**src/rtl/scan_ctrl_pkg.sv**
```systemverilog
// Shared types and helpers for the scan chain sequencer.
//   state_e   : sequencer phases (IDLE, LOAD, CAPTURE, UNLOAD, REPORT)
//   cnt_width : bits needed to hold values 0..n (never less than 1)
package scan_ctrl_pkg;

  typedef enum logic [2:0] {
    IDLE    = 3'd0,
    LOAD    = 3'd1,
    CAPTURE = 3'd2,
    UNLOAD  = 3'd3,
    REPORT  = 3'd4
  } state_e;

  // Counter width for a count range of 0..n.
  function automatic int unsigned cnt_width(input int unsigned n);
    return (n == 0) ? 1 : $clog2(n + 1);
  endfunction

endpackage

```
**src/rtl/scan_piso_sipo.sv**
```systemverilog
// Single shift register used both to serialise the load pattern (MSB first)
// and to deserialise the unloaded response back in through its LSB.
//   clk, rst   : clock, synchronous active-high reset
//   load       : parallel load of par_in (has priority over shift)
//   shift      : shift left by one, ser_in enters at bit 0
//   ser_in     : serial input bit
//   par_in     : parallel load value
//   par_next_c : next-state register contents (combinational)
module scan_piso_sipo #(
  parameter int unsigned WIDTH = 32
) (
  input  logic             clk,
  input  logic             rst,
  input  logic             load,
  input  logic             shift,
  input  logic             ser_in,
  input  logic [WIDTH-1:0] par_in,
  output logic [WIDTH-1:0] par_next_c
);

  logic [WIDTH-1:0] sr_q;
  logic [WIDTH-1:0] sr_d;

  // Next value: load, shift left with serial fill, or hold.
  always_comb begin
    sr_d = sr_q;
    if (load) begin
      sr_d = par_in;
    end else if (shift) begin
      sr_d = WIDTH'({sr_q, ser_in});
    end
  end

  // The owner needs the post-edge value to register SI and the response.
  assign par_next_c = sr_d;

  always_ff @(posedge clk) begin
    if (rst) begin
      sr_q <= '0;
    end else begin
      sr_q <= sr_d;
    end
  end

endmodule

```
**src/rtl/scan_chain_ctrl.sv**
```systemverilog
// Scan chain sequencer: shifts a pattern into one chain, runs capture cycles,
// shifts the response out and compares it against masked expected data.
//   CLK, RST  : clock shared with the chain, synchronous active-high reset
//   START     : one-cycle request, honoured only in IDLE
//   PAT_IN    : pattern, bit i lands in chain element i (element 0 nearest SI)
//   EXP_IN    : expected response
//   MASK_IN   : compare enable per bit (1 = compare)
//   SO        : chain tail output (element CHAIN_LEN-1)
//   SE, SI    : scan enable and serial data into element 0 (registered)
//   BUSY      : high outside IDLE
//   DONE      : one-cycle pulse with RESP_OUT/MISMATCH valid
//   RESP_OUT  : unloaded response, bit i = element i after capture
//   MISMATCH  : any masked bit differs; cleared on an accepted START
module scan_chain_ctrl
  import scan_ctrl_pkg::*;
#(
  parameter int unsigned CHAIN_LEN  = 32,
  parameter int unsigned CAP_CYCLES = 1
) (
  input  logic                 CLK,
  input  logic                 RST,
  input  logic                 START,
  input  logic [CHAIN_LEN-1:0] PAT_IN,
  input  logic [CHAIN_LEN-1:0] EXP_IN,
  input  logic [CHAIN_LEN-1:0] MASK_IN,
  input  logic                 SO,
  output logic                 SE,
  output logic                 SI,
  output logic                 BUSY,
  output logic                 DONE,
  output logic [CHAIN_LEN-1:0] RESP_OUT,
  output logic                 MISMATCH
);

  localparam int unsigned CNT_W = cnt_width(CHAIN_LEN);
  localparam int unsigned CAP_W = cnt_width(CAP_CYCLES);
  localparam logic [CNT_W-1:0] CNT_LAST = CNT_W'(CHAIN_LEN - 1);
  localparam logic [CAP_W-1:0] CAP_LAST = CAP_W'(CAP_CYCLES - 1);

  state_e               state_q, state_d;
  logic [CNT_W-1:0]     cnt_q, cnt_d;
  logic [CAP_W-1:0]     cap_q, cap_d;
  logic [CHAIN_LEN-1:0] exp_q, exp_d;
  logic [CHAIN_LEN-1:0] mask_q, mask_d;
  logic                 se_q, se_d;
  logic                 si_q, si_d;
  logic                 busy_q, busy_d;
  logic                 done_q, done_d;
  logic [CHAIN_LEN-1:0] resp_out_q, resp_out_d;
  logic                 mismatch_q, mismatch_d;

  logic                 sr_load_c;
  logic                 sr_shift_c;
  logic                 sr_ser_in_c;
  logic [CHAIN_LEN-1:0] sr_next_c;

  // Shift register controls depend on the current state only, keeping them
  // independent of the next-state logic that consumes sr_next_c.
  always_comb begin
    sr_load_c   = (state_q == IDLE) && START;
    sr_shift_c  = (state_q == LOAD) || (state_q == UNLOAD);
    sr_ser_in_c = (state_q == UNLOAD) && SO;
  end

  scan_piso_sipo #(
    .WIDTH (CHAIN_LEN)
  ) u_sr (
    .clk        (CLK),
    .rst        (RST),
    .load       (sr_load_c),
    .shift      (sr_shift_c),
    .ser_in     (sr_ser_in_c),
    .par_in     (PAT_IN),
    .par_next_c (sr_next_c)
  );

  // Next-state, counters, latching and compare.
  always_comb begin
    state_d    = state_q;
    cnt_d      = cnt_q;
    cap_d      = cap_q;
    exp_d      = exp_q;
    mask_d     = mask_q;
    resp_out_d = resp_out_q;
    mismatch_d = mismatch_q;

    case (state_q)
      IDLE: begin
        if (START) begin
          state_d    = LOAD;
          cnt_d      = '0;
          cap_d      = '0;
          exp_d      = EXP_IN;
          mask_d     = MASK_IN;
          mismatch_d = 1'b0;
        end
      end
      LOAD: begin
        if (cnt_q == CNT_LAST) begin
          state_d = CAPTURE;
          cnt_d   = '0;
        end else begin
          cnt_d = cnt_q + CNT_W'(1);
        end
      end
      CAPTURE: begin
        if (cap_q == CAP_LAST) begin
          state_d = UNLOAD;
          cap_d   = '0;
        end else begin
          cap_d = cap_q + CAP_W'(1);
        end
      end
      UNLOAD: begin
        if (cnt_q == CNT_LAST) begin
          // The last SO bit enters on this edge, so sr_next_c is the full response.
          state_d    = REPORT;
          cnt_d      = '0;
          resp_out_d = sr_next_c;
          mismatch_d = |((sr_next_c ^ exp_q) & mask_q);
        end else begin
          cnt_d = cnt_q + CNT_W'(1);
        end
      end
      REPORT: begin
        state_d = IDLE;
      end
      default: begin
        state_d = IDLE;
      end
    endcase

    // Outputs are registered from the next state so they align with it.
    se_d   = (state_d == LOAD) || (state_d == UNLOAD);
    si_d   = (state_d == LOAD) ? sr_next_c[CHAIN_LEN-1] : 1'b0;
    busy_d = (state_d != IDLE);
    done_d = (state_d == REPORT);
  end

  always_ff @(posedge CLK) begin
    if (RST) begin
      state_q    <= IDLE;
      cnt_q      <= '0;
      cap_q      <= '0;
      exp_q      <= '0;
      mask_q     <= '0;
      se_q       <= 1'b0;
      si_q       <= 1'b0;
      busy_q     <= 1'b0;
      done_q     <= 1'b0;
      resp_out_q <= '0;
      mismatch_q <= 1'b0;
    end else begin
      state_q    <= state_d;
      cnt_q      <= cnt_d;
      cap_q      <= cap_d;
      exp_q      <= exp_d;
      mask_q     <= mask_d;
      se_q       <= se_d;
      si_q       <= si_d;
      busy_q     <= busy_d;
      done_q     <= done_d;
      resp_out_q <= resp_out_d;
      mismatch_q <= mismatch_d;
    end
  end

  assign SE       = se_q;
  assign SI       = si_q;
  assign BUSY     = busy_q;
  assign DONE     = done_q;
  assign RESP_OUT = resp_out_q;
  assign MISMATCH = mismatch_q;

endmodule
```
**config.mk**
```make
export PLATFORM = sky130hd
export DESIGN_NAME = scan_chain_ctrl
export DESIGN_NICKNAME = d
export VERILOG_FILES = /design/src/rtl/scan_ctrl_pkg.sv /design/src/rtl/scan_piso_sipo.sv /design/src/rtl/scan_chain_ctrl.sv
export SDC_FILE = /design/constraint.sdc
export NUM_CORES = 1
export LEC_CHECK = 0
export CORE_MARGIN = 4
export CORE_UTILIZATION = 35
export DETAILED_ROUTE_END_ITERATION = 10
export GPL_TIMING_DRIVEN = 1
export HOLD_SLACK_MARGIN = 0.15
export PLACE_DENSITY = 0.7
export SYNTH_ARGS = -nofsm -noshare
export SYNTH_HDL_FRONTEND = slang
export SYNTH_SLANG_ARGS = --single-unit
```
**constraint.sdc**
```tcl
create_clock -name CLK -period 5.8 [get_ports CLK]
set_input_delay 0.87 -clock CLK [delete_from_list [all_inputs] [get_ports CLK]]
set_output_delay 0.87 -clock CLK [all_outputs]
set_load 0.05 [all_outputs]
```
After elaboration in Yosys (flattened, before gate mapping). Cells that the tools add are included.

Bitwise operators: 3. Muxes and demuxes: 15. $lt $le $gt $ge: 0. Add/subtract/negate cells: 2. Div/mod/pow operators: 0. Reduce and logical (&&, ||, !) cells: 17. Equal/unequal tests: 9. $mul: 0. Shift-type cells: 0.

Operator list (number): $mux W32 (2); $and A32 B32 Y32 (1); $reduce_or A32 Y1 (1); $xor A32 B32 Y32 (1); $mux W3 (4); $mux W6 (2); $pmux W3 S4 (1); $pmux W6 S2 (1); $eq A3 B2 Y1 const B (3); $reduce_and A2 Y1 (4); $add A6 B1 Y6 const B (1); $eq A3 B1 Y1 const B (2); $eq A6 B5 Y1 const B (1); $reduce_bool A2 Y1 (3); $pmux W1 S2 (2); $reduce_or A2 Y1 (2); $eq A3 B3 Y1 const B (1); $logic_not A3 Y1 (1); $mux W1 (3); $reduce_and A3 Y1 (1); $reduce_bool A3 Y1 (1); $logic_and A1 B1 Y1 (2); $logic_or A1 B1 Y1 (2); $ne A2 B1 Y1 const B (1); other kinds (3) (3).

Memory bits (writable): 0. Memories kept: 0. Latch bits: 0. Bits in registers: 143. Input bits: 100. ROM bits: 0.

Depth between registers and ports, before layout.
Depth in word-level cells: 9. Mapped depth: 10. Gate-level depth less buffers: 8.

Hierarchy. A second synthesis with hierarchy kept.

Cell total of the unflattened synthesis: 675. Area total of the unflattened synthesis: 6022.0 µm².

By module, submodules not included: scan_chain_ctrl (area an instance 4339.2 µm², times used 1, cells each 498); scan_piso_sipo (area an instance 1682.9 µm², times used 1, cells each 177).

Worst setup path after synthesis. OpenSTA, ideal clock, no wires.

Path kind: input -> register. Start point: in START. End point: reg mask_q[10]. Setup time: 0.132 ns. Data required time: 5.668 ns. Slack: 3.609 ns. Stages: 7. Arrival time: 2.059 ns. Cell sequence: or4b_1 > clkbuf_1 > buf_2 > buf_2 > buf_1 > nand2_1 > a21oi_1.

Word-level cells in the longest chain between the ends: 1.

RTL lines: start: declaration (line scan_chain_ctrl.sv:22) `input logic START,`; $reduce_and A2 Y1 (no source line); end signal: assignment (line scan_chain_ctrl.sv:158) `mask_q <= mask_d;`; end: declaration (line scan_chain_ctrl.sv:44) `logic [CHAIN_LEN-1:0] mask_q, mask_d;`.

Every way passes these cells. A chain may end at the register's enable or synchronous reset.

Final worst setup path.
Start point: in START. End point: reg mismatch_q (netlist: MISMATCH).

Word-level cells in the longest chain between the ends: 7. Elaborated cells on any way between the ends: 9.

RTL lines: $logic_and A1 B1 Y1 (line scan_chain_ctrl.sv:60) `sr_load_c = (state_q == IDLE) && START;`; $mux W32 (line scan_piso_sipo.sv:27) `if (load) begin`; $xor A32 B32 Y32 (line scan_chain_ctrl.sv:120) `mismatch_d = |((sr_next_c ^ exp_q) & mask_q);`; $and A32 B32 Y32 (line scan_chain_ctrl.sv:120); $reduce_or A32 Y1 (line scan_chain_ctrl.sv:120); $mux W1 (line scan_chain_ctrl.sv:115) `if (cnt_q == CNT_LAST) begin`; $pmux W1 S2 (line scan_chain_ctrl.sv:87) `case (state_q)`; end signal: assignment (line scan_chain_ctrl.sv:164) `mismatch_q <= mismatch_d;`; end: declaration (line scan_chain_ctrl.sv:50) `logic mismatch_q, mismatch_d;`.

Parallel ways exist; a longest one is shown, timed or not. The select of a mux whose other input is x is not followed.

==> metrics.yaml <==
p_per_area_mw_per_mm2: 334
critPathRequiredTime_ns: 6.16
synthFlopType: "dfxtp_1"
drt-initial-drc-count: 297
dpl-instance-area_mm2: 0.00732
stdcell_area_mm2: 0.00804
drive_gt1_share_pct: 7.06
maxSlewViolCount: 0
worstSkewPairLatency_ns: 0.42
status: "finished, final reports clean"
fin_skew_ns: 0.00897
synthArstFlopShare_pct: 0
worst_setup_path_end_kind: "flip-flop"
postCtsSetupBuffers: 0
finalNetCount: 895
firstDrtPassIters: 5
vias: 4995
cts_resized: 0
syn_nets: 788
io_buffers: 136
whs_path_depth: 2
antenna_found_initial: 0
synthSimpleGateAreaFrac_pct: 16.1
finalSetupViolCount: 0
pre_cts_slack_ns: 2.32
hold_buffers: 0
antenna_left: 0
finalSetupTns_ns: 0
drc: 0
min-delay-path-class: "reg2reg"
start_util_pct: 35.6
grt.overflow.total: 0
cts.clk_slew.worst_paths_ns: 0.06
synthAdderAreaFrac_pct: 0.212
numCtsBuffers: 17
cp.arrival_ns: 3.44
synth_cells: 687
p_sw_share_pct: 23.2
worstSetupPathType: "in2reg"
intPower_mw: 2.06
place.gp.congestion: 0.763
rows: 47
clkPwrFrac_pct: 49.3
cp-start-kind: "primary input"
antenna_cells: 0
post-dp-hpwl_um: 11100
grt_pass1_vias: 4708
h-tree-depth: 4
synth_seq_cells: 142
cts_tree: "yes"
synth-xor-area-share_pct: 4.90
ys_types: 37
ys_seq_area_share_pct: 48.2
syn_area_mm2: 0.00590
grt_max_degree: 94
reg2regPathDepth: 8
worst_ir_drop_vdd_mv: 0.208
finalHoldViolCount: 0
clockRootBuffer: "clkbuf_16"
core_mm2: 0.0166
grt_pass1_wl_um: 24500
fin_crit_sh_pct: 53.1
synth.area.mux_share_pct: 6.08
fmax_mhz: 325
grt_use_total_pct: 16.9
die_y_um: 138
io_pins: 137
comb_power_share_pct: 11.4
synthToLayoutAreaGrowth_pct: 36.1
worst_slack_ns: 2.72
synth_edf_count: 0
fin_util_pct: 48.5
synth_warnings: 0
avgSynthCellArea_um2: 8.59
synth_top_family_by_area: "compound AO/OA/AOI/OAI gates"
relSlewSlack_pct: 35.8
routedWlPerCell_um: 15.6
clock_path_buffers: 2
synth_compound_area_share_pct: 19.8
cap_violations: 0
p_switching_uw: 622
pwr-share-seq_pct: 39.3
min_period_ns: 3.08
worst_slew_pin_slew_ns: 0.961
rsz0062_at_grt: "false"
drt-total-wl_um: 16000
path_max_fanout: 93
fp.dieArea_mm2: 0.0190
die_w_um: 138
via_per_inst: 4.86
power.total_mw: 2.68
leakage_nw: 2.87
clock-sinks: 142
==> layer usage <==
| layer | wire [um] | GRT usage [%] | vias to the layer above |
|---|---|---|---|
| met3 | 1010 | 4.25 | 20 |
| met1 | 7620 | 23.9 | 2255 |
| met4 | 330 | 7.24 | 0 |
| met5 | 0 | 0 | - |
| met2 | 7010 | 24.2 | 132 |
| li1 | - | - | 2588 |
==> cell usage after synthesis, types with 4 or more instances <==
| cell | n | area share, % |
|---|---|---|
| a211oi_1 | 60 | 7.6 |
| mux2i_2 | 13 | 3.0 |
| nand3_1 | 5 | 0.42 |
| o21ai_0 | 5 | 0.42 |
| nand2_1 | 135 | 8.6 |
| dfxtp_1 | 142 | 48 |
| nor3_1 | 4 | 0.34 |
| clkbuf_1 | 31 | 2.0 |
| xnor2_1 | 30 | 4.5 |
| a21oi_1 | 107 | 9.1 |
| mux2i_1 | 18 | 3.1 |
| buf_2 | 14 | 1.2 |
| nor2_1 | 75 | 4.8 |
| a22oi_1 | 12 | 1.5 |
==> logic make-up (layout without fill, tap and decap cells) <==
group / count (synthesis) / after routing
compound gates: 191 / 191
xor+xnor: 33 / 33
fa+ha+maj: 1 / 1
buf+inv: 55 / 175
flops: 142 / 142
mux: 31 / 31
simple gates: 234 / 234
==> stage by stage <==
step           hold WS (ns)  instances
2_1_floorplan         0.434        687
3_3_place_gp          0.444        995
3_5_place_dp          0.448        995
4_1_cts               0.456       1027
5_1_grt               0.476       1027
6_report              0.456       1027
==> power groups by stage <==
stage	logic [mW]	clock network, mW	registers [mW]
3_5_place_dp	0.305	0	1.08
5_1_grt	0.335	1.38	1.06
6_report	0.306	1.32	1.06
4_1_cts	0.307	1.34	1.06
3_3_place_gp	0.304	0	1.08
2_1_floorplan	0.186	0	1.07
==> area by class of cell <==
type	instances	area, um2
clock buffer	18	429
clock inverter	14	288
fill	1589	8550
inverter	2	7.51
multi-input combinational	490	2800
sequential	142	2840
tap	220	275
timing repair buffer	141	1400
==> cell usage in the layout (no fill, tap or decap), drive strengths merged, types with 6 or more instances in the layout <==
cell type,n
dfxtp,142
xnor2,30
clkbuf,18
a211oi,61
mux2i,31
nand2,135
nor2,75
clkdlybuf4s50,135
bufinv,8
buf,6
a21oi,107
a22oi,13
==> worst max-delay path, cell delays in order <==
cell and delay, ns:
clkdlybuf4s50_1 0.43, or4b_4 0.66, buf_4 0.82, nand2_1 0.16, o21ai_0 0.27, a211oi_2 0.07
a21oi_1 0.12
==> worst paths after layout <==
| check | from | end | slack, ns |
|---|---|---|---|
| max | START | MISMATCH | 2.72 |
| min | mask_q[21] | mask_q[21] | 0.46 |
| max reg2reg | state_q[0] | MISMATCH | 2.73 |
| min reg2reg | mask_q[21] | mask_q[21] | 0.46 |
==> registers in the layout, indices dropped and copies added (netlist names) <==
signal,count
RESP_OUT,32
exp_q,32
mask_q,32
u_sr.sr_q,32
cnt_q,6
state_q,3
BUSY,1
DONE,1
MISMATCH,1
SE,1
SI,1
Power figures use the tool's default switching activity.
